[config.mk]
export PLATFORM = sky130hd
export DESIGN_NAME = inst_rom_loader_flat
export DESIGN_NICKNAME = d
export VERILOG_FILES = /design/src/rtl/inst_rom_loader_pkg.sv /design/src/rtl/inst_rom_loader_if.sv /design/src/rtl/inst_rom_store.sv /design/src/rtl/inst_rom_loader.sv /design/src/flat_wrapper.sv
export SDC_FILE = /design/constraint.sdc
export NUM_CORES = 1
export LEC_CHECK = 0
export CORE_UTILIZATION = 52
export CTS_BUF_LIST = sky130_fd_sc_hd__clkbuf_4
export DETAILED_ROUTE_END_ITERATION = 10
export GPL_TIMING_DRIVEN = 1
export PLACE_DENSITY = 0.74
export SETUP_SLACK_MARGIN = 0.3
export SYNTH_ARGS = -nofsm -noshare
export SYNTH_HDL_FRONTEND = slang
export SYNTH_SLANG_ARGS = --single-unit
[constraint.sdc]
create_clock -name clk_cpu -period 2.8 [get_ports clk_cpu]
set_input_delay 0.42 -clock clk_cpu [delete_from_list [all_inputs] [get_ports clk_cpu]]
set_output_delay 0.42 -clock clk_cpu [all_outputs]
set_load 0.005 [all_outputs]
[src/rtl/inst_rom_loader_pkg.sv]
// Shared widths, defaults and FSM encoding for the instruction ROM loader.
package inst_rom_loader_pkg;

    localparam int unsigned ROM_DEPTH   = 16;
    localparam int unsigned ROM_AW      = 4;
    localparam int unsigned ROM_DW      = 8;
    localparam int unsigned LD_HOLD_CYC = 2;

    typedef enum logic [2:0] {
        ST_RUN   = 3'd0,
        ST_LOAD  = 3'd1,
        ST_CHECK = 3'd2,
        ST_HOLD  = 3'd3,
        ST_ERR   = 3'd4
    } ld_state_e;

    // Checksum byte is the one's complement of the mod-256 image sum.
    function automatic logic csum_ok(input logic [ROM_DW-1:0] sum,
                                     input logic [ROM_DW-1:0] csum);
        return csum == (sum ^ 8'hFF);
    endfunction

endpackage

[src/rtl/inst_rom_loader_if.sv]
// Byte-stream loader port: host drives bytes, loader returns ready and status.
interface inst_rom_loader_if;
    import inst_rom_loader_pkg::*;

    logic              ld_start;
    logic              ld_valid;
    logic [ROM_DW-1:0] ld_data;
    logic              ld_ready;
    logic              load_done;
    logic              load_err;

    modport master (output ld_start, ld_valid, ld_data,
                    input  ld_ready, load_done, load_err);
    modport slave  (input  ld_start, ld_valid, ld_data,
                    output ld_ready, load_done, load_err);
endinterface

[src/rtl/inst_rom_store.sv]
// Instruction word array: async clear, synchronous write, combinational read.
module inst_rom_store
    import inst_rom_loader_pkg::*;
#(
    parameter int unsigned DEPTH = ROM_DEPTH,
    parameter int unsigned AW    = ROM_AW
) (
    input  logic              clk_cpu,
    input  logic              reset,
    input  logic              we,
    input  logic [AW-1:0]     waddr,
    input  logic [ROM_DW-1:0] wdata,
    input  logic [AW-1:0]     raddr,
    output logic [ROM_DW-1:0] rdata
);

    logic [ROM_DW-1:0] mem [DEPTH];

    always_ff @(posedge clk_cpu or negedge reset) begin
        if (!reset) begin
            for (int i = 0; i < int'(DEPTH); i++) mem[i] <= '0;
        end else if (we) begin
            mem[waddr] <= wdata;
        end
    end

    assign rdata = mem[raddr];

endmodule

[src/rtl/inst_rom_loader.sv]
// Program memory for the 4-bit CPU with a checksummed run-time byte loader
// that holds the CPU in reset while a new image is written.
module inst_rom_loader
    import inst_rom_loader_pkg::*;
#(
    parameter int unsigned DEPTH    = ROM_DEPTH,
    parameter int unsigned HOLD_CYC = LD_HOLD_CYC
) (
    input  logic                     clk_cpu,
    input  logic                     reset,
    input  logic [$clog2(DEPTH)-1:0] pc,
    output logic [ROM_DW-1:0]        inst,
    output logic                     cpu_rst,
    inst_rom_loader_if.slave         ld
);

    localparam int unsigned AW = $clog2(DEPTH);
    localparam int unsigned HW = (HOLD_CYC > 1) ? $clog2(HOLD_CYC) : 1;

    ld_state_e         state_q;
    logic [AW-1:0]     wp_q;
    logic [ROM_DW-1:0] sum_q;
    logic [HW-1:0]     hold_q;
    logic              ready_q;
    logic              done_q;
    logic              err_q;
    logic [ROM_DW-1:0] rd_data;
    logic              accept_c;
    logic              wr_en_c;

    // A start request wins over any byte offered in the same cycle.
    assign accept_c = ld.ld_valid & ready_q & ~ld.ld_start;
    assign wr_en_c  = accept_c & (state_q == ST_LOAD);

    inst_rom_store #(.DEPTH(DEPTH), .AW(AW)) u_store (
        .clk_cpu (clk_cpu),
        .reset   (reset),
        .we      (wr_en_c),
        .waddr   (wp_q),
        .wdata   (ld.ld_data),
        .raddr   (pc),
        .rdata   (rd_data)
    );

    always_ff @(posedge clk_cpu or negedge reset) begin
        if (!reset) begin
            state_q <= ST_RUN;
            wp_q    <= '0;
            sum_q   <= '0;
            hold_q  <= '0;
            ready_q <= 1'b0;
            done_q  <= 1'b0;
            err_q   <= 1'b0;
            cpu_rst <= 1'b0;
        end else begin
            done_q <= 1'b0;
            if (ld.ld_start) begin
                state_q <= ST_LOAD;
                wp_q    <= '0;
                sum_q   <= '0;
                ready_q <= 1'b1;
                cpu_rst <= 1'b1;
            end else begin
                unique case (state_q)
                    ST_RUN: ;
                    ST_LOAD: begin
                        if (accept_c) begin
                            wp_q  <= wp_q + AW'(1);
                            sum_q <= sum_q + ld.ld_data;
                            if (wp_q == AW'(DEPTH - 1)) state_q <= ST_CHECK;
                        end
                    end
                    ST_CHECK: begin
                        if (accept_c) begin
                            ready_q <= 1'b0;
                            hold_q  <= '0;
                            if (csum_ok(sum_q, ld.ld_data)) begin
                                state_q <= ST_HOLD;
                                err_q   <= 1'b0;
                            end else begin
                                state_q <= ST_ERR;
                                err_q   <= 1'b1;
                            end
                        end
                    end
                    ST_HOLD: begin
                        if (hold_q == HW'(HOLD_CYC - 1)) begin
                            state_q <= ST_RUN;
                            cpu_rst <= 1'b0;
                            done_q  <= 1'b1;
                        end else begin
                            hold_q <= hold_q + HW'(1);
                        end
                    end
                    ST_ERR: ;
                    default: begin
                        state_q <= ST_RUN;
                        ready_q <= 1'b0;
                        cpu_rst <= 1'b0;
                    end
                endcase
            end
        end
    end

    // The CPU only sees real instructions while running.
    assign inst         = (state_q == ST_RUN) ? rd_data : '0;
    assign ld.ld_ready  = ready_q;
    assign ld.load_done = done_q;
    assign ld.load_err  = err_q;

endmodule

[src/flat_wrapper.sv]
// flat-port wrapper written by rule: the top's interface ports become plain ports
module inst_rom_loader_flat import inst_rom_loader_pkg::*;
#(
    parameter int unsigned DEPTH    = ROM_DEPTH,
    parameter int unsigned HOLD_CYC = LD_HOLD_CYC
)
  (clk_cpu, reset, pc, inst, cpu_rst, ld_ld_start, ld_ld_valid, ld_ld_data, ld_ld_ready, ld_load_done, ld_load_err);
  inst_rom_loader_if ld_i ();
  input  logic clk_cpu;
  input  logic reset;
  input  logic [$clog2(DEPTH)-1:0] pc;
  output logic [ROM_DW-1:0] inst;
  output logic cpu_rst;
  input wire logic [$bits(ld_i.ld_start)-1:0] ld_ld_start;
  input wire logic [$bits(ld_i.ld_valid)-1:0] ld_ld_valid;
  input wire logic [$bits(ld_i.ld_data)-1:0] ld_ld_data;
  output wire logic [$bits(ld_i.ld_ready)-1:0] ld_ld_ready;
  output wire logic [$bits(ld_i.load_done)-1:0] ld_load_done;
  output wire logic [$bits(ld_i.load_err)-1:0] ld_load_err;
  assign ld_i.ld_start = ld_ld_start;
  assign ld_i.ld_valid = ld_ld_valid;
  assign ld_i.ld_data = ld_ld_data;
  assign ld_ld_ready = ld_i.ld_ready;
  assign ld_load_done = ld_i.load_done;
  assign ld_load_err = ld_i.load_err;
  inst_rom_loader #(.DEPTH(DEPTH), .HOLD_CYC(HOLD_CYC)) u_core (.clk_cpu(clk_cpu), .reset(reset), .pc(pc), .inst(inst), .cpu_rst(cpu_rst), .ld(ld_i));
endmodule
# Word-level counts from Yosys, hierarchy flattened
# Index checks and enable logic that the tools add are counted.
# word_totals
register_bits,148
latch_bits,0
ramBits,0
romBits,0
mem_count,0
# classes
add_sub_neg,3
n_mul,0
n_div,0
n_lt_le_gt_ge,3
eq_ne,14
n_shift,0
mux,32
n_bitwise,7
reduce_logical,14
# op_table
cell,n
bitwise mux 128 bit,1
2-to-1 mux 8 bit,7
binary-select mux 8 bit (select 4 bit),1
demux 8 bit (select 4 bit),1
2-to-1 mux 3 bit,6
2-to-1 mux 4 bit,3
case mux 3 bit (4 select lines),1
"greater-or-equal comparator 5 bit, second input constant",2
inverter 4 -> 5 bit,2
2-to-1 mux 1 bit,9
"inequality test 3 x 2 -> 1 bit, second input constant",3
adder 8 bit,1
equality test 8 bit,1
"inequality test 2 x 1 -> 1 bit, second input constant",4
inverter 8 bit,1
OR reduction 4 bit,2
"equality test 3 x 2 -> 1 bit, second input constant",2
case mux 1 bit (2 select lines),3
AND reduction 2 bit,3
AND reduction 3 bit,2
nonzero test 2 bit,3
"less-than comparator 5 x 1 -> 1 bit, second input constant",1
AND reduction 5 bit,1
"adder 4 x 1 -> 4 bit, second input constant",1
10 further kinds,12

# Logic depth before layout (Yosys ltp)
# depth
depth_word,6
mapped_depth,7
ltp_nobuf,7

# Cells and area by module
# From an unflattened synthesis, not the netlist that was laid out.
# unflattened
cells_unflattened,512
area_unflattened_um2,7259.5
# modules_own_cells
module,n_inst,cells_each,area_per_inst_um2,seq_area_each_um2
inst_rom_store,1,365,5915.7,3203.1
inst_rom_loader,1,147,1343.8,500.5

# Worst setup path before layout
# Ideal clock, no wire load.
# synth_timing
path_kind,input-to-output
startpoint,input pc[1]
endpoint,output inst[4]
arrival_time_ns,1.603
path_slack_ns,0.777
stages,5
cell_sequence,clkbuf_1 -> clkbuf_1 -> mux4_2 -> mux2i_1 -> o22ai_1
# synth_between
elab_chain_len,5
# synth_rtl
element,line_no,rtl
"start, declared",flat_wrapper.sv:11,input logic [$clog2(DEPTH)-1:0] pc;
inverter 4 -> 5 bit (not written as such),inst_rom_store.sv:27,assign rdata = mem[raddr];
binary-select mux 8 bit (select 4 bit),inst_rom_store.sv:27,
2-to-1 mux 8 bit (not written as such) (2 in series),inst_rom_store.sv:27,
2-to-1 mux 8 bit,inst_rom_loader.sv:107,assign inst = (state_q == ST_RUN) ? rd_data : '0;
"end, declared",flat_wrapper.sv:12,output logic [ROM_DW-1:0] inst;
# No other way between the ends. The select of a mux whose other input is x is not followed.

# Worst setup path in the final report
# layout_timing
startpoint,register u_core.state_q[2]
endpoint,output inst[2]
# layout_between
elab_chain_len,2
# layout_rtl
element,line_no,rtl
"start, declared",inst_rom_loader.sv:20,ld_state_e state_q;
"start signal, assigned",inst_rom_loader.sv:47,state_q <= ST_RUN;
"start signal, assigned",inst_rom_loader.sv:58,state_q <= ST_LOAD;
"start signal, assigned",inst_rom_loader.sv:70,if (wp_q == AW'(DEPTH - 1)) state_q <= ST_CHECK;
zero test 3 bit,inst_rom_loader.sv:107,
2-to-1 mux 8 bit,inst_rom_loader.sv:107,
# No other way between the ends.

==> flow_summary.json <==
{
  "grt_use_met2_pct": 38.7,
  "fin_skew_ns": 0.0125,
  "io_buffer_count": 27,
  "clkTransAtPathRegs_ns": 0.12,
  "final_cell_mix": "dfrtp_1, mux2_2, buf_4",
  "hold_violations": 0,
  "path_class": "register to output pin",
  "finalNonFillerCells": 789,
  "antenna_found_initial": 0,
  "met1_usage_pct": 31.4,
  "regArea_sq_um": 3700,
  "cts_root_buf": "clkbuf_4",
  "die_w_microns": 122,
  "power_switching_mw": 1.16,
  "whs_ns": 0.450,
  "synth_top_family_by_area": "multiplexers",
  "seq_area_frac_synth_pct": 49.8,
  "clock_sinks": 148,
  "worst-r2r-setup-slack_ns": 0.52,
  "grtUsageMet3_pct": 5.85,
  "leakage_nw": 4.05,
  "setup-tns-final_ns": 0,
  "synth_ff_type": "dfrtp_1",
  "vdd_drop_max_mv": 0.274,
  "vias": 4666,
  "power.density_nw_per_um2": 505,
  "diodes": 0,
  "final_core_util_pct": 61.6,
  "syn_area_sq_um": 7430,
  "start_util_pct": 53.3,
  "final_common_cell": "dfrtp_1",
  "post-dp-hpwl_microns": 10800,
  "synth-compound-area-share_pct": 5.00,
  "grt_max_degree": 83,
  "synth_top_area_share_pct": 49.8,
  "synth_top_cell_by_area": "dfrtp_1",
  "grt_pass1_wl_microns": 26400,
  "ys_types": 46,
  "required_ns": 2.38,
  "synth_edf_count": 0,
  "ios": 28,
  "synth_cells": 538,
  "final_net_count": 625,
  "track_usage_pct": 24.0,
  "maxSlewHeadroom_pct": 49.9,
  "drt-pass1-iter-count": 4,
  "globalplace.congestion": 0.828,
  "grt_overflow": 0,
  "ys_async_sr_fraction_pct": 100,
  "synth_area_per_cell_sq_um": 13.8,
  "ys_seq_elements": 148,
  "yosysWarnings": 0,
  "multi_input_area_sq_um": 3660,
  "rsz0062_at_grt": "no",
  "hold_class": "input port to asynchronous set/reset pin",
  "total_power_mw": 4.33,
  "slew_violations": 0,
  "synth_area_leaders": "dfrtp_1, mux2_2, mux4_2",
  "intPower_mw": 3.18,
  "post_drt_wl_per_cell_microns": 20.6,
  "die_y_microns": 122,
  "clock.fmax_mhz": 420,
  "fp.dieArea_sq_um": 14800,
  "status": "completed",
  "p_clk_share_pct": 28.9,
  "synthXorXnorAreaFrac_pct": 0.589,
  "nFillCells": 1047,
  "startpoint_type": "register",
  "totalWireLength_microns": 16200,
  "cts_buffer_depth": 2,
  "synthMuxAreaShare_pct": 31.4,
  "drt-initial-drc-count": 287,
  "clkLatencyLatePin_ns": 0.57,
  "grt_pass1_vias": 5045,
  "cts_tree": "built",
  "cap_viol_max_count": 0,
  "p_seq_share_pct": 55.4,
  "vias_per_cell": 5.91,
  "drive_gt1_share_pct": 45.0,
  "htreeDepth": 4,
  "synth-simple-area-share_pct": 8.38,
  "end_kind": "output pin",
  "postRouteAntennaNets": 0,
  "worstMarginPinSlew_ns": 0.752,
  "finalCritPeriodShare_pct": 85.1,
  "syn-num-nets": 566,
  "swShare_pct": 26.8,
  "rows": 43,
  "dp.cells": 742,
  "final-setup-viol-count": 0,
  "cp_max_fo": 5,
  "power.share.combinational_pct": 15.7,
  "area_growth_pct": 15.4,
  "arrival_ns": 1.96,
  "cts-buffers-inserted": 17,
  "grt_busiest_layer": "met2",
  "fin_crit_ns": 2.38,
  "drc_errors": 0,
  "yosys.area_share.adder_pct": 2.12,
  "fp.coreArea_sq_um": 13900
}
[cells in the mapped netlist, drive strengths merged, types with 2 or more instances]
library cell / number
o211ai: 8
a32oi: 5
clkbuf: 21
nand2: 29
xnor2: 3
inv: 4
nor2: 12
and3: 2
xor2: 2
or3: 3
dfrtp: 148
nand3: 24
o21bai: 2
mux2i: 27
nor2b: 4
buf: 17
o32ai: 2
mux2: 134
a21oi: 11
o22ai: 9
nand4: 6
o21ai: 5
and4: 4
nand2b: 3
mux4: 22
a21o: 2
ha: 11
a211oi: 3
a211o: 2
nor3: 6
[power by group through the flow]
stage	clock, mW	combinational [mW]	sequential (mW)
after floorplan	0	0.445	2.41
after global placement	0	0.625	2.43
after detailed placement	0	0.647	2.44
after CTS	1.28	0.683	2.40
after global routing	1.37	0.745	2.42
final	1.25	0.683	2.40
[kinds of logic (layout without fill, tap and decap cells)]
| logic type | count (synthesis) | after routing |
|---|---|---|
| multiplexers | 183 | 183 |
| AND/OR/NAND/NOR | 94 | 94 |
| flip-flops | 148 | 148 |
| AO/OA/AOI/OAI | 54 | 54 |
| XOR/XNOR | 5 | 5 |
| buffers and inverters | 42 | 113 |
| adder cells (fa/ha/maj) | 12 | 12 |
[path summary, 6_finish.rpt]
check | from | to | cells after the start
setup / recovery | u_core.state_q[2] | inst[2] | 5
hold / removal | reset | u_core.u_store.mem[114] | 2
setup reg to reg | u_core.state_q[2] | u_core.u_store.mem[8] | 7
hold reg to reg | u_core.u_store.mem[102] | u_core.u_store.mem[102] | 1
max in group asynchronous | reset | u_core.u_store.mem[8] | 3
min in group clk_cpu | u_core.u_store.mem[102] | u_core.u_store.mem[102] | 1
[what timing repair did]
action / CTS / global route
setup endpoints to repair: 8 / 8
hold buffers: 1 / 0
cloned: 1 / 0
gates resized for setup: 30 / 15
buffers inserted: 7 / 7
endpoints found under the hold margin: 79 / 0
pin swaps: 7 / 3
[state kept, by name (all words and copies together), names as in the netlist, 3 cells and up]
register / count
u_core.wp_q: 4
u_core.u_store.mem: 128
u_core.sum_q: 8
u_core.state_q: 3
[final cells by class]
cell class              count  share of cell area (%)
clock buffers              18                    1.58
clock inverters            13                    1.37
inverters                   4                   0.175
multi-input cells         348                    42.6
flip-flops and latches    148                    43.2
well taps                 180                    2.63
repair buffers             78                    8.46
[per-layer routing]
layer | routed length [microns] | vias up
met1 | 7420 | 2442
li1 | - | 2121
met5 | 0 | -
met2 | 7980 | 77
met3 | 521 | 26
met4 | 313 | 0
[metrics by stage]
step           setup slack (ns)  instance area [sq um]
6_report                  0.418                   8580
3_5_place_dp             0.0314                   8080
5_1_grt                   0.329                   8580
2_1_floorplan             0.777                   7430
4_1_cts                  0.0980                   8540
3_3_place_gp             0.0533                   8080
[worst max-delay path, cell delays in order (launching register included)]
cell      delay [ns]
dfrtp_2         0.45
nor3_4          0.34
nand2_4         0.13
buf_4           0.17
o22ai_2         0.16
clkbuf_2        0.14
Note: power is estimated with default switching activity, not from simulation.
